$ cat src/rtl/pipelined_add_sub.sv
// pipelined_add_sub: pipelined two's-complement adder/subtractor with
// valid/ready handshakes. A WIDTH-bit ripple add is split into CHUNK-bit
// segments, one register stage per segment (latency WIDTH/CHUNK cycles,
// one operation per cycle). Optional signed saturation is enabled by
// defining PIPELINED_ADD_SUB_SAT_EN; otherwise the sum wraps.
//
// Ports:
//   clk, rst_n          rising-edge clock, asynchronous active-low reset
//   in_valid/in_ready   input handshake (in_ready is combinational)
//   a, b, cin, sub      operands; sub=1 computes a-b, sub=0 computes a+b+cin
//   out_valid/out_ready output handshake
//   sum, cout, ovf      result, carry out of MSB, signed overflow
module pipelined_add_sub #(
  parameter int unsigned WIDTH = 16,
  parameter int unsigned CHUNK = 4
) (
  input  logic             clk,
  input  logic             rst_n,
  input  logic             in_valid,
  output logic             in_ready,
  input  logic [WIDTH-1:0] a,
  input  logic [WIDTH-1:0] b,
  input  logic             cin,
  input  logic             sub,
  output logic             out_valid,
  input  logic             out_ready,
  output logic [WIDTH-1:0] sum,
  output logic             cout,
  output logic             ovf
);

  localparam int unsigned STAGES = WIDTH / CHUNK;

  // Per-stage word: chunks already added hold result bits, the remaining
  // upper chunks still hold operand A. B is stored with sub already folded in.
  logic [STAGES-1:0] valid_q, valid_d;
  logic [WIDTH-1:0]  word_q  [STAGES];
  logic [WIDTH-1:0]  word_d  [STAGES];
  logic [WIDTH-1:0]  opb_q   [STAGES];
  logic [WIDTH-1:0]  opb_d   [STAGES];
  logic              carry_q [STAGES];
  logic              carry_d [STAGES];
  logic              ovf_q, ovf_d;
  logic              advance;

  // Whole pipeline moves together; it only stalls when a held result is refused.
  assign advance   = !valid_q[STAGES-1] || out_ready;
  assign in_ready  = advance;
  assign out_valid = valid_q[STAGES-1];
  assign sum       = word_q[STAGES-1];
  assign cout      = carry_q[STAGES-1];
  assign ovf       = ovf_q;

  // One CHUNK-bit ripple segment per stage, fed by the previous stage's registers.
  always_comb begin
    logic [WIDTH-1:0] src_w;
    logic [WIDTH-1:0] src_b;
    logic             src_c;
    logic [CHUNK:0]   part;
    logic             msb_cin;
    int unsigned      prev;

    valid_d = '0;
    word_d  = '{default: '0};
    opb_d   = '{default: '0};
    carry_d = '{default: 1'b0};
    ovf_d   = 1'b0;
    src_w   = '0;
    src_b   = '0;
    src_c   = 1'b0;
    part    = '0;
    msb_cin = 1'b0;
    prev    = 0;

    for (int unsigned k = 0; k < STAGES; k++) begin
      prev = (k == 0) ? 0 : k - 1;
      if (k == 0) begin
        src_w      = a;
        src_b      = sub ? ~b : b;
        src_c      = sub | cin;
        valid_d[k] = in_valid;
      end else begin
        src_w      = word_q[prev];
        src_b      = opb_q[prev];
        src_c      = carry_q[prev];
        valid_d[k] = valid_q[prev];
      end

      part = (CHUNK+1)'(src_w[k*CHUNK +: CHUNK]) + (CHUNK+1)'(src_b[k*CHUNK +: CHUNK])
           + (CHUNK+1)'(src_c);

      word_d[k]                  = src_w;
      word_d[k][k*CHUNK +: CHUNK] = part[CHUNK-1:0];
      opb_d[k]                   = src_b;
      carry_d[k]                 = part[CHUNK];

      // Last segment: carry into the MSB recovered from the MSB sum bit.
      if (k == STAGES - 1) begin
        msb_cin = src_w[WIDTH-1] ^ src_b[WIDTH-1] ^ part[CHUNK-1];
        ovf_d   = msb_cin ^ part[CHUNK];
`ifdef PIPELINED_ADD_SUB_SAT_EN
        // Clamp toward the sign of A; flags still report the raw condition.
        if (ovf_d) begin
          word_d[k] = src_w[WIDTH-1] ? {1'b1, {(WIDTH-1){1'b0}}}
                                     : {1'b0, {(WIDTH-1){1'b1}}};
        end
`endif
      end
    end
  end

  // Pipeline registers.
  always_ff @(posedge clk or negedge rst_n) begin
    if (!rst_n) begin
      valid_q <= '0;
      ovf_q   <= 1'b0;
      for (int unsigned k = 0; k < STAGES; k++) begin
        word_q[k]  <= '0;
        opb_q[k]   <= '0;
        carry_q[k] <= 1'b0;
      end
    end else if (advance) begin
      valid_q <= valid_d;
      ovf_q   <= ovf_d;
      for (int unsigned k = 0; k < STAGES; k++) begin
        word_q[k]  <= word_d[k];
        opb_q[k]   <= opb_d[k];
        carry_q[k] <= carry_d[k];
      end
    end
  end

endmodule

$ cat config.mk
export PLATFORM = sky130hd
export DESIGN_NAME = pipelined_add_sub
export DESIGN_NICKNAME = d
export VERILOG_FILES = /design/src/rtl/pipelined_add_sub.sv
export SDC_FILE = /design/constraint.sdc
export NUM_CORES = 1
export LEC_CHECK = 0
export ABC_AREA = 1
export BUFFER_PORTS_ARGS = -buffer_cell sky130_fd_sc_hd__buf_2
export CAP_MARGIN = 25
export CORE_UTILIZATION = 38
export DETAILED_ROUTE_END_ITERATION = 7
export SYNTH_ARGS = -nofsm -noshare
export SYNTH_HDL_FRONTEND = slang
export SYNTH_SLANG_ARGS = --single-unit
$ cat constraint.sdc
create_clock -name clk -period 2.15 [get_ports clk]
set_clock_uncertainty 0.05 [all_clocks]
set_input_delay 0.43 -clock clk [delete_from_list [all_inputs] [get_ports clk]]
set_output_delay 0.43 -clock clk [all_outputs]
set_load 0.01 [all_outputs]
# Word-level counts from Yosys, hierarchy flattened
# Index checks and enable logic that the tools add are counted.
[op_classes]
bitwise_logic = 5
n_reduce_logical = 2
n_addsub = 8
n_mux = 1
[op_table]
columns = ["operator", "n"]
rows = [
  ["adder 4 x 4 -> 5 bit", 4],
  ["adder 5 x 1 -> 5 bit", 4],
  ["two-way mux 16 bit", 1],
  ["NOT 16 bit", 1],
  ["bitwise XOR 1 bit", 3],
  ["logical NOT 1 bit", 1],
  ["logical OR 1 bit", 1],
  ["OR 1 bit", 1],
]
[totals]
in_bits = 38
reg_bits = 121
elab_cells = 29

# Longest topological paths before layout
# Gate-level depths: netlist (run 1).
[depth]
word_depth = 4
depth_mapped = 10
depth_no_buf = 10

# Worst setup path after synthesis (run 1)
# OpenSTA, ideal clock, no wires.
[synth_timing]
path_type = "input to register"
from = "in sub"
to = "reg carry_q[3] in the netlist's numbering"
required_ns = 1.974
n_path_buf = 2
cell_stages = 9
setup_ns = 0.126
path_slack_ns = -0.089
arrival_ns = 2.063
cell_sequence = "buf_6 > buf_8 > or2_2 > fa_1 > fa_1 > nand2_1 > inv_1 > o21ai_0 > a21oi_1"
[synth_between]
elab_chain_cells = 3
[synth_lines]
columns = ["item", "line", "rtl"]
rows = [
  ["from (decl)", "24", "input logic sub,"],
  ["two-way mux 16 bit", "79", "src_b = sub ? ~b : b;"],
  ["adder 4 x 4 -> 5 bit", "89", "part = (CHUNK+1)'(src_w[k*CHUNK +: CHUNK]) + (CHUNK+1)'(src_b[k*CHUNK +: CHUNK])"],
  ["adder 5 x 1 -> 5 bit (*)", "90", "+ (CHUNK+1)'(src_c);"],
  ["to (signal, indexed assignment)", "128", "carry_q[k] <= carry_d[k];"],
  ["to (decl)", "41", "logic carry_q [STAGES];"],
]
# Mark *: on every way between the ends. The rest lies on a longest branch, timed or not.
# A chain may end at the register's enable or synchronous reset.

# Worst setup path in the final report (run 1)
# Ends and elaborated chain as after synthesis.

==> metrics.sh, run 1 <==
DRC=4
GRT_PASS1_WL_UM=14500
GRT_OVERFLOW_TOTAL=0
CP-START-KIND='input port'
CTS_TREE='done'
CORE_MM2=0.0115
SYNTH_SEQ_AREA_SHARE_PCT=53.8
CTS_MAX_LEVEL=3
WORST-R2R-SETUP-SLACK_NS=0.41
ROUTED_WIRE_LENGTH_PER_INSTANCE_UM=12.4
CRIT_SLOWEST_CELL='fa_2'
CRIT_PATH_MAX_INCR_DELAY_NS=0.36
TOTAL_OF_MAX_CAP_VIOLATIONS=0
CP-END-KIND='register'
POST_CTS_HOLD_BUFFER_COUNT=0
TRACK_USAGE_PCT=14.7
VIAS_IN_THE_FIRST_GLOBAL_ROUTE=3151
LEAK_PWR_nW=2.67
AREA.SEQUENTIAL_MM2=0.00243
TIMING.FINAL.MAX_SLEW_VIOLATIONS=0
FP.DIEAREA_MM2=0.0123
GRT_MAX_DEGREE=93
VIOLATIONS='DRC, hold timing'
YOSYSUNIQUECELLTYPES=21
POST_CTS_SETUP_INSERTS=0
FLOORPLAN.ROWS=39
FINALWEIGHTEDCONGESTION=0.758
DETAIL_ROUTE.WIRELENGTH_UM=8470
HP-CLASS='input port to async pin'
R2R-START='word_q[28]'
DETAILEDPLACEMENTHPWL_UM=5690
LAYOUT.NETS=593
CLK-INSERTION-DELAY-LATE_NS=0.34
UNREPAIRED_SETUP_ENDPOINTS_AFTER_GLOBAL_ROUTING='false'
CHIPHEIGHT_UM=111
WORST_R2R_PATH_DEPTH=10
CLKTRANSATPATHREGS_NS=0.06
CP_DATA_ARRIVAL_TIME_NS=2.01
CRITICAL_PATH.MAX_FANOUT=3
NUMBER_OF_RESIZED_INSTANCES_IN_THE_POST_CTS_REPAIR_STEP=0
CTS-BUFFERS-INSERTED=9
HOLD_SLACK_NS=-0.00988
FLOORPLAN.DIE.WIDTH_UM=111
DETAILROUTE.VIA_COUNT=3091
ANTENNA_FOUND_INITIAL=0
MAX_CLOCK_FREQ_MHz=543
SYNTH_AREA_PER_CELL_UM2=9.06
OUTCOME='complete, but fails checks'
PERIOD_MINUS_SLACK_NS=1.84
SYN2LAYOUT_AREA_GROWTH_PCT=13.0
SETUP_VIOL=0
YOSYS_WARNINGS=0
SYNTH_CELLS=498
TIGHTESTPINTRANSITION_NS=0.475
CLOCK_PATH_BUFFERS=2
TIMING.SETUP.TNS_NS=0
NUMBER_OF_FLIP_FLOPS_AND_LATCHES_IN_THE_SYNTHESIZED_NETLIST=97
CRIT_REQUIRED_NS=2.32
DRIVE_ABOVE_1_SHARE_PCT=16.1
CLOCK_TREE.ROOT_CELL='clkbuf_16'
DRT-PASS1-ITER-COUNT=6
SYNTH_FP_NETS=556
DRT-VIAS-PER-INSTANCE=4.53
IO_PINS=58
CLOCK-SINKS=97
MAPPEDNETLISTAREA_MM2=0.00451
NUMPORTBUFFERS=57
MAX-VDD-IR-DROP_uV=489
ANTENNA_CELLS_INSERTED=0
TIMING.FINAL.HOLD_VIOLATIONS=12
MIN_PERIOD_OVER_PERIOD_PCT=85.7
MULTI_INPUT_AREA_MM2=0.00170
RR_ENDPOINT='ovf'
CRITICAL_PATH_CLASS='input port to register'
TIMING.MAX_SLEW.REL_SLACK_PCT=68.4
DRT_ITER0_DRC=183
NFILLCELLS=1164
FINAL_ANTENNA_NET_COUNT=0
CHAIN_OF_CELLS_FORMING_THE_CRITICAL_PATH='buf_2, or2_2, fa_2, fa_2, nand2_1, inv_1, o21ai_0, a21oi_1'
CELL_SEEN_MOST_OFTEN_AMONG_CRITICAL_PATH_STAGES='fa_2'
PWR_DENSITY_CELL_mW_PER_MM2=1440
INITIAL_CORE_UTIL_PCT=39.2
[registers in the layout, indices dropped and copies added, names as in the netlist]
signal,cells
sum,16
ovf,1
word_d,36
valid_q,4
opb_d,24
word_q,12
carry_q,3
cout,1
[metrics by stage]
step	worst slack, ns	utilization [%]	cell area [um^2]	std cells	power, W
after detailed placement	-0.0561	41.4	4770	667	0.00566
after floorplan	0.00151	-	4520	498	0.00513
after global routing	0.261	44.3	5100	683	0.00796
after global placement	0.0636	41.4	4770	667	0.00555
final	0.307	44.3	5100	683	0.00735
after CTS	0.308	44.3	5100	683	0.00743
[synthesized netlist by cell type]
library cell | count | area, um^2
a21oi_1 | 6 | 30.0
a22oi_1 | 1 | 7.51
buf_2 | 11 | 55.1
buf_4 | 16 | 120
buf_6 | 10 | 113
buf_8 | 1 | 15.0
dfrtp_1 | 97 | 2430
fa_1 | 8 | 160
ha_1 | 12 | 150
inv_1 | 23 | 86.3
inv_2 | 1 | 3.75
nand2_1 | 228 | 856
nand3_1 | 15 | 75.1
nor2_1 | 11 | 41.3
nor2_4 | 1 | 11.3
o21ai_0 | 32 | 160
o21ai_1 | 3 | 15.0
o31ai_1 | 1 | 7.51
or2_2 | 3 | 18.8
xnor2_1 | 12 | 105
xor2_1 | 6 | 52.6
[critical path: cells and delay by family]
kind,cells,cell delay [ns]
AOI/OAI and AO/OA,2,0.30
adders and majority gates,2,0.71
buffers and inverters,2,0.20
and+or+nand+nor,2,0.38
[layout by cell type (no fill, tap or decap)]
| master | instances |
|---|---|
| nand2_1 | 228 |
| dfrtp_1 | 97 |
| buf_2 | 56 |
| o21ai_0 | 32 |
| inv_1 | 23 |
| nand3_1 | 15 |
| xnor2_1 | 12 |
| ha_1 | 12 |
| nor2_1 | 11 |
| clkbuf_16 | 9 |
| xor2_1 | 6 |
| a21oi_1 | 6 |
| fa_1 | 6 |
| buf_4 | 5 |
| or2_2 | 3 |
| o21ai_1 | 3 |
| buf_12 | 3 |
| fa_2 | 2 |
| bufinv_16 | 2 |
| nor2_4 | 1 |
| inv_2 | 1 |
| o31ai_1 | 1 |
| a22oi_1 | 1 |
| clkinvlp_4 | 1 |
| clkinv_2 | 1 |
| clkinv_4 | 1 |
| clkbuf_8 | 1 |
| inv_6 | 1 |
[report_power, final]
group / internal (W) / switching, W / leakage (nW)
Sequential: 0.00264 / 0.000435 / 1.18
Clock: 0.00105 / 0.000691 / 0.159
Combinational: 0.00100 / 0.00153 / 1.33
[worst max path at each step]
stage | from | to | cells past startpoint
after detailed placement | sub | carry_q[3] | 8
after global routing | sub | carry_q[3] | 8
after global placement | sub | carry_q[3] | 8
after floorplan | sub | carry_q[3] | 9
after CTS | sub | carry_q[3] | 8
final | sub | carry_q[3] | 8
[final cells by class]
class | count | area share [%]
clock buffer | 10 | 4.69
multi-input combinational | 339 | 33.3
inverter | 24 | 1.77
tap | 143 | 3.51
sequential | 97 | 47.6
clock inverter | 6 | 1.77
timing repair buffer | 64 | 7.41
[layer usage]
metal	share of wire, %	vias to the layer above	routed length, um	track usage [%]
met2	42	53	3600	21.8
met3	3.8	15	323	2.95
li1	-	1599	-	-
met1	51	1424	4360	20.3
met4	2.3	0	191	8.22
met5	0	-	0	0
[cell families (layout without fill, tap and decap cells)]
kind of cell / after synthesis / after routing / share of synthesized area, %
AO/OA/AOI/OAI: 43 / 43 / 4.88
XOR/XNOR: 18 / 18 / 3.50
adder cells (fa/ha/maj): 20 / 20 / 6.88
buffers and inverters: 62 / 104 / 8.71
flip-flops: 97 / 97 / 53.8
AND/OR/NAND/NOR: 258 / 258 / 22.2
Note: power is estimated with default switching activity, not from simulation.
==> run 2, diff against run 1 <==
--- a/config.mk
+++ b/config.mk
@@ -6,10 +6,10 @@
 export NUM_CORES = 1
 export LEC_CHECK = 0
 export ABC_AREA = 1
-export BUFFER_PORTS_ARGS = -buffer_cell sky130_fd_sc_hd__buf_2
 export CAP_MARGIN = 25
 export CORE_UTILIZATION = 38
 export DETAILED_ROUTE_END_ITERATION = 7
+export DONT_BUFFER_PORTS = 1
 export SYNTH_ARGS = -nofsm -noshare
 export SYNTH_HDL_FRONTEND = slang
 export SYNTH_SLANG_ARGS = --single-unit
==> metrics.sh, run 2 (synthesis results as in run 1) <==
CELL_SEEN_MOST_OFTEN_AMONG_CRITICAL_PATH_STAGES='nand2_1'
TRACK_USAGE_PCT=14.5  # -0.22 points
CRITICAL_PATH.MAX_FANOUT=3  # unchanged
PERIOD_MINUS_SLACK_NS=1.73  # -0.116 ns
NUMPORTBUFFERS=0  # -100%
CLOCK_PATH_BUFFERS=2  # unchanged
CLKTRANSATPATHREGS_NS=0.07  # about the same
HP-CLASS='input port to async pin'
FLOORPLAN.DIE.WIDTH_UM=111  # unchanged
CRIT_REQUIRED_NS=2.32  # about the same
DP_SLACK_NS=0.182  # +0.238 ns
CP-END-KIND='register'
FINALWEIGHTEDCONGESTION=0.820  # +8.2%
LARGEST_REG_FLOPS=36  # unchanged
LAYOUT.NETS=532  # -10%
ANTENNA_FOUND_INITIAL=0  # unchanged
CLOCK-SINKS=97  # unchanged
PWR_DENSITY_CELL_mW_PER_MM2=1490  # +3.5%
DRT-PASS1-ITER-COUNT=6  # unchanged
DRT_ITER0_DRC=205  # +12%
DETAIL_ROUTE.WIRELENGTH_UM=8090  # -4.5%
ANTENNA_CELLS_INSERTED=0  # unchanged
UNREPAIRED_SETUP_ENDPOINTS_AFTER_GLOBAL_ROUTING='false'
SYN2LAYOUT_AREA_GROWTH_PCT=5.46
TIMING.FINAL.MAX_SLEW_VIOLATIONS=0  # unchanged
CLK-INSERTION-DELAY-LATE_NS=0.34  # about the same
LEAK_PWR_nW=2.41  # -9.7%
DETAILROUTE.VIA_COUNT=2882  # -6.8%
GRT_PASS1_WL_UM=14400  # -1.2%
CRITICAL_PATH_CLASS='register to register'
CTS_TREE='done'
MAX-VDD-IR-DROP_uV=980  # +100%
CORE_MM2=0.0115  # unchanged
CP-START-KIND='register'
SETUP_VIOL=0  # unchanged
WORST_R2R_PATH_DEPTH=10  # unchanged
DRIVE_ABOVE_1_SHARE_PCT=5.22  # -11 points
DP.CELLS=606  # -9.1%
CTS-BUFFERS-INSERTED=9  # unchanged
POST_CTS_SETUP_INSERTS=0  # unchanged
CRIT_SLOWEST_CELL='fa_1'
FINAL_ANTENNA_NET_COUNT=0  # unchanged
GRT_OVERFLOW_TOTAL=0  # unchanged
FIN_UTIL_PCT=41.3  # -3.0 points
CHIPHEIGHT_UM=111  # unchanged
CHAIN_OF_CELLS_FORMING_THE_CRITICAL_PATH='inv_1, fa_1, inv_1, fa_1, nand2_1, nand2_1, nand2_1, nand2_1, nand3_1, nand2_1'
CLOCK_TREE.ROOT_CELL='clkbuf_16'
INITIAL_CORE_UTIL_PCT=39.2  # unchanged
DRT-VIAS-PER-INSTANCE=4.63  # +2.4%
FLOORPLAN.ROWS=39  # unchanged
NUMBER_OF_RESIZED_INSTANCES_IN_THE_POST_CTS_REPAIR_STEP=0  # unchanged
VIAS_IN_THE_FIRST_GLOBAL_ROUTE=2963  # -6.0%
DRC=4  # unchanged
MIN_PERIOD_OVER_PERIOD_PCT=80.3  # -5.4 points
CTS_MAX_LEVEL=3  # unchanged
OUTCOME='complete, but fails checks'
MAX_CLOCK_FREQ_MHz=579  # +6.7%
INSTANCES_NO_FILL=622  # -8.9%
ROUTED_WIRE_LENGTH_PER_INSTANCE_UM=13.0  # +4.8%
CRIT_PATH_MAX_INCR_DELAY_NS=0.41  # +0.05 ns
TIMING.MAX_SLEW.REL_SLACK_PCT=70.0  # +1.7 points
MOST-COMMON-LAYOUT-CELLS='nand2_1 (228), dfrtp_1 (97), o21ai_0 (32)'
TIGHTESTPINTRANSITION_NS=0.449  # -0.0252 ns
VIOLATIONS='DRC, hold timing'
HOLD_SLACK_NS=-0.263  # -0.253 ns
CP_DATA_ARRIVAL_TIME_NS=1.90  # -0.11 ns
SETUP_WS_NS=0.423  # +0.116 ns
GRT_MAX_DEGREE=113  # +22%
FP.DIEAREA_MM2=0.0123  # unchanged
TIMING.SETUP.TNS_NS=0  # unchanged
TIMING.FINAL.HOLD_VIOLATIONS=97  # +85
IO_PINS=58  # unchanged
DETAILEDPLACEMENTHPWL_UM=5230  # -8.0%
TOTAL_OF_MAX_CAP_VIOLATIONS=0  # unchanged
LAYOUT.CELLS.MOST_COMMON='nand2_1'
-- run 2: cell count changes in the layout (fill, tap and decap cells not counted), sizes merged --
cell / delta
buf: -61
clkbuf: +2
clkinv: -1
clkinvlp: -1
-- run 2: report_power, final --
group / internal [W] / switching, W / leakage [nW]
combinational: 0.000834 / 0.00132 / 1.07
clock: 0.00109 / 0.000663 / 0.163
sequential: 0.00264 / 0.000559 / 1.18
total: 0.00456 / 0.00254 / 2.41
-- run 2: through the flow --
step	hold WS (ns)	instance area (um^2)	power, W
floorplan	0.0844	4520	0.00513
global placement	0.0887	4430	0.00531
detailed placement	0.0888	4430	0.00542
CTS	-0.275	4760	0.00721
global route	-0.280	4760	0.00777
finish	-0.263	4760	0.00710
-- run 2: critical path, delay by kind of cell (launching register included) --
family        cells  cell delay [ns]
fa+ha+maj         2             0.61
simple gates      6             0.42
buf+inv           2             0.17
flops             1             0.37
-- run 2: worst paths after layout --
check	endpoint	from	slack, ns
min in group clk	word_d[46]	a[14]	0.15
worst max register to register	ovf	word_q[28]	0.42
worst min-delay path	word_d[41]	rst_n	-0.26
worst max-delay path	ovf	word_q[28]	0.42
max in group asynchronous	opb_d[47]	rst_n	2.17
worst min register to register	opb_d[30]	opb_d[46]	0.41
-- run 2: layout make-up --
cell class / instances / area (um^2)
fillers: 1180 / 6760
multi-input cells: 339 / 1700
inverters: 24 / 90.1
clock buffers: 12 / 256
repair buffers: 3 / 35.0
clock inverters: 4 / 73.8
flip-flops and latches: 97 / 2430
well taps: 143 / 179
-- run 2: per-layer routing --
metal | wire length [um] | global-route usage, % | vias up
li1 | - | - | 1472
met1 | 4060 | 21.0 | 1340
met2 | 3470 | 20.8 | 56
met3 | 388 | 3.01 | 14
met4 | 167 | 6.85 | 0
met5 | 0 | 0 | -
==> run 3, diff against run 2 <==
--- a/config.mk
+++ b/config.mk
@@ -5,7 +5,7 @@
 export SDC_FILE = /design/constraint.sdc
 export NUM_CORES = 1
 export LEC_CHECK = 0
-export ABC_AREA = 1
+export ABC_AREA = 0
 export CAP_MARGIN = 25
 export CORE_UTILIZATION = 38
 export DETAILED_ROUTE_END_ITERATION = 7
==> constraint.sdc (replaced) <==
create_clock -name clk -period 1.57 [get_ports clk]
set_clock_uncertainty 0.05 [all_clocks]
set_input_delay 0.314 -clock clk [delete_from_list [all_inputs] [get_ports clk]]
set_output_delay 0.314 -clock clk [all_outputs]
set_load 0.01 [all_outputs]
==> metrics.sh, run 3 <==
PERIOD_MINUS_SLACK_NS=1.76  # +0.0366 ns
VIAS_IN_THE_FIRST_GLOBAL_ROUTE=2814  # -5.0%
CLK-INSERTION-DELAY-LATE_NS=0.34  # about the same
NFILLCELLS=1145  # -3.0%
SYNTH_TOP_CELL_BY_AREA='dfrtp_1'
TIMING.MAX_SLEW.REL_SLACK_PCT=80.4  # +10 points
CLKTRANSATPATHREGS_NS=0.07  # about the same
CP-END-KIND='register'
ANTENNA_CELLS_INSERTED=0  # unchanged
DRT_ITER0_DRC=156  # -24%
GRT_OVERFLOW_TOTAL=0  # unchanged
LARGEST_REG_FLOPS=36  # unchanged
YOSYSUNIQUECELLTYPES=23  # +9.5%
OUTCOME='complete, but fails checks'
SYN2LAYOUT_AREA_GROWTH_PCT=8.68
NETLIST_TOP_CELLS_AREA='dfrtp_1 (54%), nand2_1 (18%), buf_4 (4.0%)'
BUSIEST_LAYER='met2'
DETAILROUTE.VIA_COUNT=2782  # -3.5%
MAPPEDNETLISTAREA_MM2=0.00447  # -0.92%
TIMING.FINAL.HOLD_VIOLATIONS=97  # unchanged
M1_GR_USAGE_PCT=16.9  # -4.1 points
VIOLATIONS='hold timing, setup timing'
NUMBER_OF_FLIP_FLOPS_AND_LATCHES_IN_THE_SYNTHESIZED_NETLIST=97  # unchanged
TOTAL_OF_MAX_CAP_VIOLATIONS=0  # unchanged
MULTI_INPUT_AREA_MM2=0.00175  # +3.0%
UNREPAIRED_SETUP_ENDPOINTS_AFTER_GLOBAL_ROUTING='true'
CTS_TREE='done'
CRITICAL_PATH_CLASS='register to register'
CLOCK_PATH_BUFFERS=2  # unchanged
TIGHTESTPINTRANSITION_NS=0.293  # -0.156 ns
SYNTH_TOP_FLOP_CELL='dfrtp_1'
DRC=0  # -4
HP-CLASS='input port to async pin'
FINAL_ANTENNA_NET_COUNT=0  # unchanged
AREA.SEQUENTIAL_MM2=0.00243  # about the same
INITIAL_CORE_UTIL_PCT=39.1  # about the same
FIN_AREA_MM2=0.00486  # +2.1%
USE_MET2_PCT=21.8  # +1.0 points
NUMPORTBUFFERS=0  # unchanged
DETAIL_ROUTE.WIRELENGTH_UM=7660  # -5.3%
GRT.MET3_USAGE_PCT=4.72  # +1.7 points
ROUTED_WIRE_LENGTH_PER_INSTANCE_UM=12.7  # -2.3%
FINALWEIGHTEDCONGESTION=0.759  # -7.5%
DETAILEDPLACEMENTHPWL_UM=4920  # -6.0%
SYNTH_CELLS=468  # -6.0%
MAX_CLOCK_FREQ_MHz=567  # -2.1%
CRIT_REQUIRED_NS=1.75  # -0.57 ns
SETUP_VIOL=9  # +9
PWR_DENSITY_CELL_mW_PER_MM2=2070  # +39%
DRT-PASS1-ITER-COUNT=6  # unchanged
INSTANCES_NO_FILL=603  # -3.1%
SYNTHMOSTINSTANTIATEDCELL='nand2_1'
FLOORPLAN.DIE.WIDTH_UM=110  # -0.45%
DP_SLACK_NS=-0.249  # -0.431 ns
LAYOUT.NETS=513  # -3.6%
CLOCK_TREE.ROOT_CELL='clkbuf_16'
SYNTH_SEQ_AREA_SHARE_PCT=54.3  # +0.50 points
CLOCK-SINKS=97  # unchanged
CTS-BUFFERS-INSERTED=9  # unchanged
FP.DIEAREA_MM2=0.0122  # -0.90%
MOST-COMMON-LAYOUT-CELLS='nand2_1 (212), dfrtp_1 (96), xnor2_1 (13), o21ai_1 (13), ha_1 (12)'
MIN_PERIOD_OVER_PERIOD_PCT=112  # +32 points
HOLD_SLACK_NS=-0.386  # -0.123 ns
IO_PINS=58  # unchanged
POST_SYNTH_TOP_CELLS='nand2_1 (213), dfrtp_1 (97), buf_4 (24)'
CORE_MM2=0.0114  # -0.85%
GRT_MAX_DEGREE=98  # -13%
TIMING.FINAL.MAX_SLEW_VIOLATIONS=0  # unchanged
CTS_MAX_LEVEL=3  # unchanged
LEAK_PWR_nW=2.40  # -0.31%
CP_DATA_ARRIVAL_TIME_NS=1.94  # +0.04 ns
POST_DP_CELL_AREA_MM2=0.00443  # about the same
POST-LAYOUT-TOTAL-POWER_W=0.0101  # +42%
CRITICAL_PATH.MAX_FANOUT=2  # -1
DRIVE_ABOVE_1_SHARE_PCT=13.7  # +8.5 points
YS_ASYNC_SR_FRACTION_PCT=100  # unchanged
CHIPHEIGHT_UM=110  # -0.45%
SETUP_WS_NS=-0.193  # -0.617 ns
SYNTH-EDFF-COUNT=0  # unchanged
DP.CELLS=581  # -4.1%
DRT-VIAS-PER-INSTANCE=4.61  # -0.43%
YOSYS_WARNINGS=0  # unchanged
FRACTION_OF_SYNTHESIZED_CELL_AREA_TAKEN_BY_THE_TOP_AREA_CELL_TYPE_PCT=54.3  # +0.50 points
TRACK_USAGE_PCT=13.8  # -0.70 points
CP-START-KIND='register'
LAYOUT.CELLS.MOST_COMMON='nand2_1'
FLOORPLAN.ROWS=39  # unchanged
ANTENNA_FOUND_INITIAL=0  # unchanged
SYNTH_FP_NETS=526  # -5.4%
SYNTH_AREA_PER_CELL_UM2=9.55  # +5.4%
MAX-VDD-IR-DROP_uV=983  # +0.36%
GRT_PASS1_WL_UM=13300  # -7.1%
-- run 3: cell count changes after synthesis, moves of 2 or more --
cell     before  now
buf_2        11    3
or2_2         3    1
nand3_1      15    0
xor2_1        6   11
inv_1        23   10
xnor2_1      12   14
nor2b_1       0    2
buf_4        16   24
o21ai_1       3    9
nand2_1     228  213
o21ai_0      32   16
a21o_1        0    5
buf_6        10   12
a21oi_1       6   14
-- run 3: routing by layer --
metal	wire length, um	part of all wire (%)
met1	3550	46
met2	3570	47
met3	384	5.0
met4	156	2.0
met5	0	0
-- run 3: final timing paths --
check / startpoint / to / slack (ns) / cells past startpoint
max: opb_d[12] / ovf / -0.19 / 8
max reg2reg: opb_d[12] / ovf / -0.19 / 8
min: rst_n / word_d[47] / -0.39 / 0
min in group clk: a[12] / word_d[44] / 0.03 / 2
max in group asynchronous: rst_n / word_q[40] / 1.75 / 0
min reg2reg: word_d[42] / word_d[42] / 0.42 / 2
-- run 3: final cells by class --
cell class / instances / share of cell area (%)
inverters: 11 / 0.876
multi-input cells: 321 / 36.0
clock buffers: 10 / 4.92
repair buffers: 15 / 3.17
well taps: 143 / 3.68
flip-flops and latches: 97 / 50.0
clock inverters: 6 / 1.39
-- run 3: where the power goes --
part	switching, W	internal (W)
registers	0.000757	0.00362
logic	0.00186	0.00162
clock network	0.000926	0.00128
-- run 3: what timing repair did --
item                       in CTS  in global routing
setup buffers                   3                  3
hold endpoints to repair       97                 97
pin swaps                       3                 15
setup endpoints to repair      13                 13
resized for setup              14                 13
-- run 3: per-stage QoR --
stage	utilization [%]	TNS, ns
6_report	42.5	-0.487
2_1_floorplan	-	-1.46
4_1_cts	42.0	-0.388
5_1_grt	42.5	-1.22
3_5_place_dp	38.8	-1.33
3_3_place_gp	38.8	-0.957
-- run 3: cell families (layout without fill, tap and decap cells) --
group                      count (synthesis)  after routing  synth area share, %
buffers and inverters                     50             42                 8.31
xor gates and xnor gates                  25             25                 4.90
adders and majority gates                 20             20                 6.94
DFF                                       97             97                 54.3
AOI/OAI and AO/OA                         46             46                 5.68
and+or+nand+nor                          230            230                 19.8
-- run 3: worst max-delay path: stages, from the launching register on --
cell and delay [ns]:
dfrtp_1 0.38, inv_2 0.07, fa_2 0.21, inv_2 0.04, fa_2 0.33, a21o_1 0.17, a21oi_2 0.16, xor2_1 0.16
o21ai_1 0.07
